File: src/rtl/led_seq_pkg.sv
// Shared types and constants for the LED effect sequencer.
// Holds the FSM state enum, the counter duration width and the step-table entry.
package led_seq_pkg;

  localparam int DUR_W   = 32;
  localparam int LED_W_C = 8;

  typedef enum logic [1:0] {
    ST_IDLE    = 2'd0,
    ST_LOAD    = 2'd1,
    ST_RUN     = 2'd2,
    ST_ADVANCE = 2'd3
  } state_t;

  typedef struct packed {
    logic [LED_W_C-1:0] pattern;
    logic [DUR_W-1:0]   duration;
  } step_t;

endpackage

File: src/rtl/led_seq_table.sv
// Step register file: one synchronous write port, one asynchronous read port.
// Entries clear to zero on reset.
module led_seq_table
  import led_seq_pkg::*;
#(
  parameter int STEPS   = 8,
  parameter int STEP_AW = 3
) (
  input  logic               i_clk,
  input  logic               i_reset_n,
  input  logic               i_we,
  input  logic [STEP_AW-1:0] i_waddr,
  input  step_t              i_wdata,
  input  logic [STEP_AW-1:0] i_raddr,
  output step_t              o_rdata
);

  step_t r_mem [STEPS];

  // Table storage: cleared by reset, written whenever the write strobe is high.
  always_ff @(posedge i_clk) begin
    if (!i_reset_n) begin
      for (int i = 0; i < STEPS; i++) begin
        r_mem[i] <= '0;
      end
    end else if (i_we) begin
      r_mem[i_waddr] <= i_wdata;
    end
  end

  assign o_rdata = r_mem[i_raddr];

endmodule

File: src/rtl/led_sequencer.sv
// LED effect sequencer: steps through a table of {pattern, duration} entries,
// programming and enabling the external 32-bit counter for each dwell.
// Optional build macro LED_SEQ_PINGPONG_EN: looping sequences bounce between
// the ends of the table instead of wrapping back to step 0.
//
// Counter handshake: in LOAD the limit is written (cnt_limit_we=1) while the
// count is held cleared; in RUN the counter is enabled and the sequencer
// leaves RUN on the first cycle cnt_limit_reached is seen high.
module led_sequencer
  import led_seq_pkg::*;
#(
  parameter int LED_W   = LED_W_C,
  parameter int STEPS   = 8,
  parameter int STEP_AW = 3
) (
  input  logic               clk,
  input  logic               reset,
  input  logic               cfg_we,
  input  logic [STEP_AW-1:0] cfg_addr,
  input  logic [LED_W-1:0]   cfg_pattern,
  input  logic [DUR_W-1:0]   cfg_duration,
  input  logic [STEP_AW:0]   num_steps,
  input  logic               start,
  input  logic               stop,
  input  logic               loop_en,
  output logic [DUR_W-1:0]   cnt_limit,
  output logic               cnt_limit_we,
  output logic               cnt_reset,
  output logic               cnt_enable,
  input  logic               cnt_limit_reached,
  output logic [LED_W-1:0]   leds,
  output logic               busy,
  output logic               done,
  output state_t             o_state
);

  localparam logic [STEP_AW:0]   STEPS_L = (STEP_AW+1)'(STEPS);
  localparam logic [STEP_AW:0]   ONE_N   = (STEP_AW+1)'(1);
  localparam logic [STEP_AW-1:0] ONE_I   = STEP_AW'(1);

  state_t             r_state;
  logic [STEP_AW-1:0] r_idx;
  logic [LED_W-1:0]   r_leds;
  logic               r_done;
  logic [DUR_W-1:0]   r_limit_hold;
`ifdef LED_SEQ_PINGPONG_EN
  logic               r_dir_down;
  logic               w_multi;
`endif

  step_t              w_wdata;
  step_t              w_step;
  logic               w_num_ok;
  logic               w_has_next;

  assign w_wdata = '{pattern: cfg_pattern, duration: cfg_duration};

  led_seq_table #(
    .STEPS   (STEPS),
    .STEP_AW (STEP_AW)
  ) u_table (
    .i_clk     (clk),
    .i_reset_n (reset),
    .i_we      (cfg_we),
    .i_waddr   (cfg_addr),
    .i_wdata   (w_wdata),
    .i_raddr   (r_idx),
    .o_rdata   (w_step)
  );

  // A start is honoured only for a step count inside 1..STEPS.
  assign w_num_ok   = (num_steps != '0) && (num_steps <= STEPS_L);
  // num_steps is live, so the end test uses whatever value is present now.
  assign w_has_next = (({1'b0, r_idx} + ONE_N) < num_steps);
`ifdef LED_SEQ_PINGPONG_EN
  assign w_multi    = (num_steps > ONE_N);
`endif

  // Sequencer FSM with registered LED, done and held-limit outputs.
  always_ff @(posedge clk) begin
    if (!reset) begin
      r_state      <= ST_IDLE;
      r_idx        <= '0;
      r_leds       <= '0;
      r_done       <= 1'b0;
      r_limit_hold <= '0;
`ifdef LED_SEQ_PINGPONG_EN
      r_dir_down   <= 1'b0;
`endif
    end else begin
      r_done <= 1'b0;
      if ((r_state != ST_IDLE) && stop) begin
        // Abort blanks the LEDs; stop also beats a simultaneous start.
        r_state <= ST_IDLE;
        r_leds  <= '0;
      end else begin
        case (r_state)
          ST_IDLE: begin
            if (start && !stop && w_num_ok) begin
              r_idx   <= '0;
              r_state <= ST_LOAD;
`ifdef LED_SEQ_PINGPONG_EN
              r_dir_down <= 1'b0;
`endif
            end
          end
          ST_LOAD: begin
            r_limit_hold <= w_step.duration;
            r_leds       <= w_step.pattern;
            r_state      <= ST_RUN;
          end
          ST_RUN: begin
            if (cnt_limit_reached) begin
              r_state <= ST_ADVANCE;
            end
          end
          ST_ADVANCE: begin
`ifdef LED_SEQ_PINGPONG_EN
            if (r_dir_down && loop_en) begin
              // Walking back down; bounce at step 0 without repeating it.
              if (r_idx != '0) begin
                r_idx <= r_idx - ONE_I;
              end else begin
                r_dir_down <= 1'b0;
                r_idx      <= w_multi ? ONE_I : '0;
              end
              r_state <= ST_LOAD;
            end else if (w_has_next) begin
              r_dir_down <= 1'b0;
              r_idx      <= r_idx + ONE_I;
              r_state    <= ST_LOAD;
            end else if (loop_en) begin
              // Top end reached; turn around unless the table has one step.
              if (w_multi) begin
                r_dir_down <= 1'b1;
                r_idx      <= r_idx - ONE_I;
              end else begin
                r_idx <= '0;
              end
              r_state <= ST_LOAD;
            end else begin
              r_done  <= 1'b1;
              r_state <= ST_IDLE;
            end
`else
            if (w_has_next) begin
              r_idx   <= r_idx + ONE_I;
              r_state <= ST_LOAD;
            end else if (loop_en) begin
              r_idx   <= '0;
              r_state <= ST_LOAD;
            end else begin
              r_done  <= 1'b1;
              r_state <= ST_IDLE;
            end
`endif
          end
          default: r_state <= ST_IDLE;
        endcase
      end
    end
  end

  // Counter controls decode straight from the registered state.
  assign cnt_limit_we = (r_state == ST_LOAD);
  assign cnt_reset    = (r_state == ST_IDLE) || (r_state == ST_LOAD);
  assign cnt_enable   = (r_state == ST_RUN);
  assign busy         = (r_state != ST_IDLE);
  // Live table value while loading, otherwise the last loaded limit.
  assign cnt_limit    = (r_state == ST_LOAD) ? w_step.duration : r_limit_hold;
  assign leds         = r_leds;
  assign done         = r_done;
  assign o_state      = r_state;

endmodule

File: config.mk
export PLATFORM = sky130hd
export DESIGN_NAME = led_sequencer
export DESIGN_NICKNAME = d
export VERILOG_FILES = /design/src/rtl/led_seq_pkg.sv /design/src/rtl/led_seq_table.sv /design/src/rtl/led_sequencer.sv
export SDC_FILE = /design/constraint.sdc
export NUM_CORES = 1
export LEC_CHECK = 0
export CAP_MARGIN = 20
export CORE_UTILIZATION = 41
export DETAILED_ROUTE_END_ITERATION = 8
export MAX_ROUTING_LAYER = met4
export SKIP_LAST_GASP = 1
export SYNTH_ARGS = -nofsm -noshare
export SYNTH_HDL_FRONTEND = slang
export SYNTH_SLANG_ARGS = --single-unit
export TNS_END_PERCENT = 50
File: constraint.sdc
create_clock -name clk -period 6.56 [get_ports clk]
set_input_delay 1.968 -clock clk [delete_from_list [all_inputs] [get_ports clk]]
set_output_delay 1.968 -clock clk [all_outputs]
set_load 0.02 [all_outputs]
==> flow_summary.json <==
{
  "status": "completed",
  "clock_path_buffers": 3,
  "numCtsBuffers": 41,
  "ir_drop_uv": 215,
  "hold_viol": 0,
  "max_freq_ghz": 0.193,
  "cp.depth": 5,
  "fin_nets": 1271,
  "yosys.area.top_type_share_pct": 59.1,
  "grt_pass1_vias": 9608,
  "power.density_nw_per_um2": 313,
  "synth_common_cells": "320 x and2_1, 320 x edfxtp_1, 80 x mux4_2",
  "globalRouteTotalUtil_pct": 20.5,
  "synthCells": 1107,
  "synth_nets": 1169,
  "overflow": 0,
  "whs_ns": 0.445,
  "drt_first_pass_iters": 5,
  "antenna_found_initial": 0,
  "timing.final.ws_setup_ns": 1.39,
  "clk_pin_slew_worst_paths_ns": 0.06,
  "layout_min_cycle_time_ns": 5.17,
  "drt-total-wl_um": 39000,
  "synth_edf_count": 320,
  "setup_tns_ns": 0,
  "pre_cts_slack_ns": 1.59,
  "post-cts-setup-buffers": 0,
  "critPathArrivalTime_ns": 3.20,
  "yosysWarnings": 0,
  "required_ns": 4.59,
  "r2r_slack_ns": 4.16,
  "synth_cell_types": 36,
  "postRouteAntennaNets": 0,
  "syn_area_um2": 16200,
  "dieHeight_um": 201,
  "crit_slowest_cell": "dfxtp_4",
  "start_util_pct": 41.8,
  "maxSlewViolCount": 0,
  "fin_worst_skew_ns": 0.0236,
  "reg2regPathDepth": 5,
  "vias_per_cell": 5.26,
  "start_kind": "flop",
  "ys_seq_area_share_pct": 65.2,
  "core-area_um2": 38800,
  "root_buffer": "clkbuf_16",
  "synthTopCellsByArea": "edfxtp_1 59%, and2_1 12%, mux4_2 11%, dfxtp_1 6.0%, mux2i_1 2.6%",
  "synth-seq-cells": 369,
  "cts.repair.resized": 0,
  "dp_cells": 1683,
  "num_vias": 9243,
  "min_path_cells": 2,
  "slowest_delay_ns": 0.98,
  "finalNonFillerCells": 1758,
  "final-setup-viol-count": 0,
  "num-fill-cells": 3297,
  "drc": 0,
  "crit_family": "flip-flops",
  "dieArea_um2": 40400,
  "crit_path_cell_trace": "buf_4 -> mux4_2 -> mux2i_1 -> a21oi_1 -> clkdlybuf4s50_1",
  "grt_max_degree": 66,
  "layout-drive-gt1-share_pct": 15.0,
  "syn_area_per_cell_um2": 14.7,
  "synthFlopType": "edfxtp_1",
  "maxCapViolCount": 0,
  "rsz0062_at_grt": "no",
  "endpoint": "cnt_limit[8]",
  "crit_fanout": 57,
  "area_growth_pct": 19.0,
  "synth_top_cell_by_area": "edfxtp_1",
  "r2r-start": "o_state[1]$_SDFFE_PP0P_",
  "cts_tree": "done",
  "diodes": 0,
  "clkSinkCount": 369,
  "globalplace.congestion": 0.741,
  "drt-initial-drc-count": 688,
  "rows": 72,
  "period_share_pct": 78.8,
  "rr_endpoint": "r_limit_hold[15]$_SDFFE_PN0N_",
  "tightestPinTransition_ns": 0.998,
  "synthArstFlopShare_pct": 0,
  "p_total_mw": 6.04,
  "fp.dieW_um": 201,
  "hpwl_um": 23300,
  "portBuffers": 100,
  "hold_path.class": "flop to flop",
  "p_leak_nw": 6.52,
  "maxSlewHeadroom_pct": 33.5,
  "worstSkewPairLatency_ns": 0.56,
  "grt_first_pass_wirelength_um": 59700,
  "cp-end-kind": "output port",
  "setup.worst_path.class": "flop to output port",
  "cts_hold_buffers": 0,
  "ios": 101,
  "wl_per_cell_um": 22.2,
  "cts_max_level": 2,
  "crit_buf_inv": 2
}
==> layer usage <==
| layer | part of all wire, % | vias up | GRT usage (%) |
|---|---|---|---|
| met1 | 45 | 4716 | 27.3 |
| met3 | 4.7 | 57 | 3.05 |
| li1 | - | 4246 | - |
| met5 | 0 | - | - |
| met2 | 48 | 224 | 33.0 |
| met4 | 2.1 | 0 | 5.67 |
==> layout by cell type (no fill, tap or decap), types with 2 or more instances in the layout <==
cell type | synthesis | layout
and2_1 | 320 | 320
edfxtp_1 | 320 | 320
clkdlybuf4s50_1 | 0 | 100
mux4_2 | 80 | 80
dfxtp_1 | 49 | 46
nand2_1 | 44 | 44
mux2i_1 | 43 | 43
nor2_1 | 48 | 42
clkbuf_16 | 0 | 42
a21oi_1 | 35 | 35
o21ai_1 | 39 | 33
buf_4 | 2 | 26
clkbuf_1 | 55 | 16
a211oi_1 | 9 | 9
ha_1 | 8 | 7
clkinv_1 | 0 | 7
inv_1 | 6 | 6
o21ai_4 | 0 | 6
nor2_2 | 0 | 6
buf_12 | 0 | 5
nor2b_1 | 4 | 4
clkinv_2 | 0 | 4
nand3_1 | 4 | 3
bufinv_16 | 0 | 3
or2_1 | 2 | 2
nor3_2 | 0 | 2
nand2b_2 | 0 | 2
nand2b_1 | 4 | 2
nor3_1 | 4 | 2
o22ai_1 | 2 | 2
dfxtp_4 | 0 | 2
==> worst min-delay path by stage <==
stage / startpoint / to / slack (ns)
floorplan: r_limit_hold[0]$_SDFFE_PN0N_ / r_limit_hold[0]$_SDFFE_PN0N_ / 0.43
global placement: r_limit_hold[29]$_SDFFE_PN0N_ / r_limit_hold[29]$_SDFFE_PN0N_ / 0.44
detailed placement: r_limit_hold[29]$_SDFFE_PN0N_ / r_limit_hold[29]$_SDFFE_PN0N_ / 0.44
CTS: r_limit_hold[29]$_SDFFE_PN0N_ / r_limit_hold[29]$_SDFFE_PN0N_ / 0.45
global route: r_limit_hold[29]$_SDFFE_PN0N_ / r_limit_hold[29]$_SDFFE_PN0N_ / 0.46
finish: r_limit_hold[17]$_SDFFE_PN0N_ / r_limit_hold[17]$_SDFFE_PN0N_ / 0.45
==> cell families (layout without fill, tap and decap cells) <==
logic type | Yosys count | count (layout) | synth area share, %
fa+ha+maj | 8 | 8 | 0.616
simple gates | 435 | 435 | 15.3
mux | 123 | 123 | 13.7
compound gates | 93 | 93 | 3.13
flops | 369 | 369 | 65.2
buf+inv | 79 | 212 | 2.02
==> report_power, final <==
group | leakage, nW | switching (mW) | internal, mW | total (mW)
sequential | 3.47 | 0.0656 | 2.74 | 2.80
combinational | 2.44 | 0.581 | 0.436 | 1.02
clock | 0.620 | 0.915 | 1.31 | 2.22
total | 6.52 | 1.56 | 4.48 | 6.04
==> tightest hold or removal path, stage by stage, from the launching register on <==
cell and delay (ns):
dfxtp_1 0.31, nand2_1 0.05, o21ai_1 0.05
==> layout make-up <==
type                       count  area [um2]  share of cell area, %
timing repair buffer         132        1320                   6.85
multi-input combinational    659        5460                   28.2
sequential                   369       10600                   54.8
clock buffer                  59        1120                   5.82
inverter                       6        22.5                  0.117
tap                          518         648                   3.35
clock inverter                15         153                  0.790
==> state kept, by name, indices dropped and copies added, names as in the netlist, named ones only <==
signal         count
r_limit_hold      32
done               1
u_table.r_mem    320
o_state            2
r_idx              3
leds               8
==> stage by stage <==
stage          cell area (um2)  utilization (%)
3_3_place_gp             18000             46.4
4_1_cts                  19300             49.7
3_5_place_dp             18000             46.4
5_1_grt                  19300             49.8
2_1_floorplan            16200                -
6_report                 19300             49.8
Note: power is estimated with default switching activity, not from simulation.
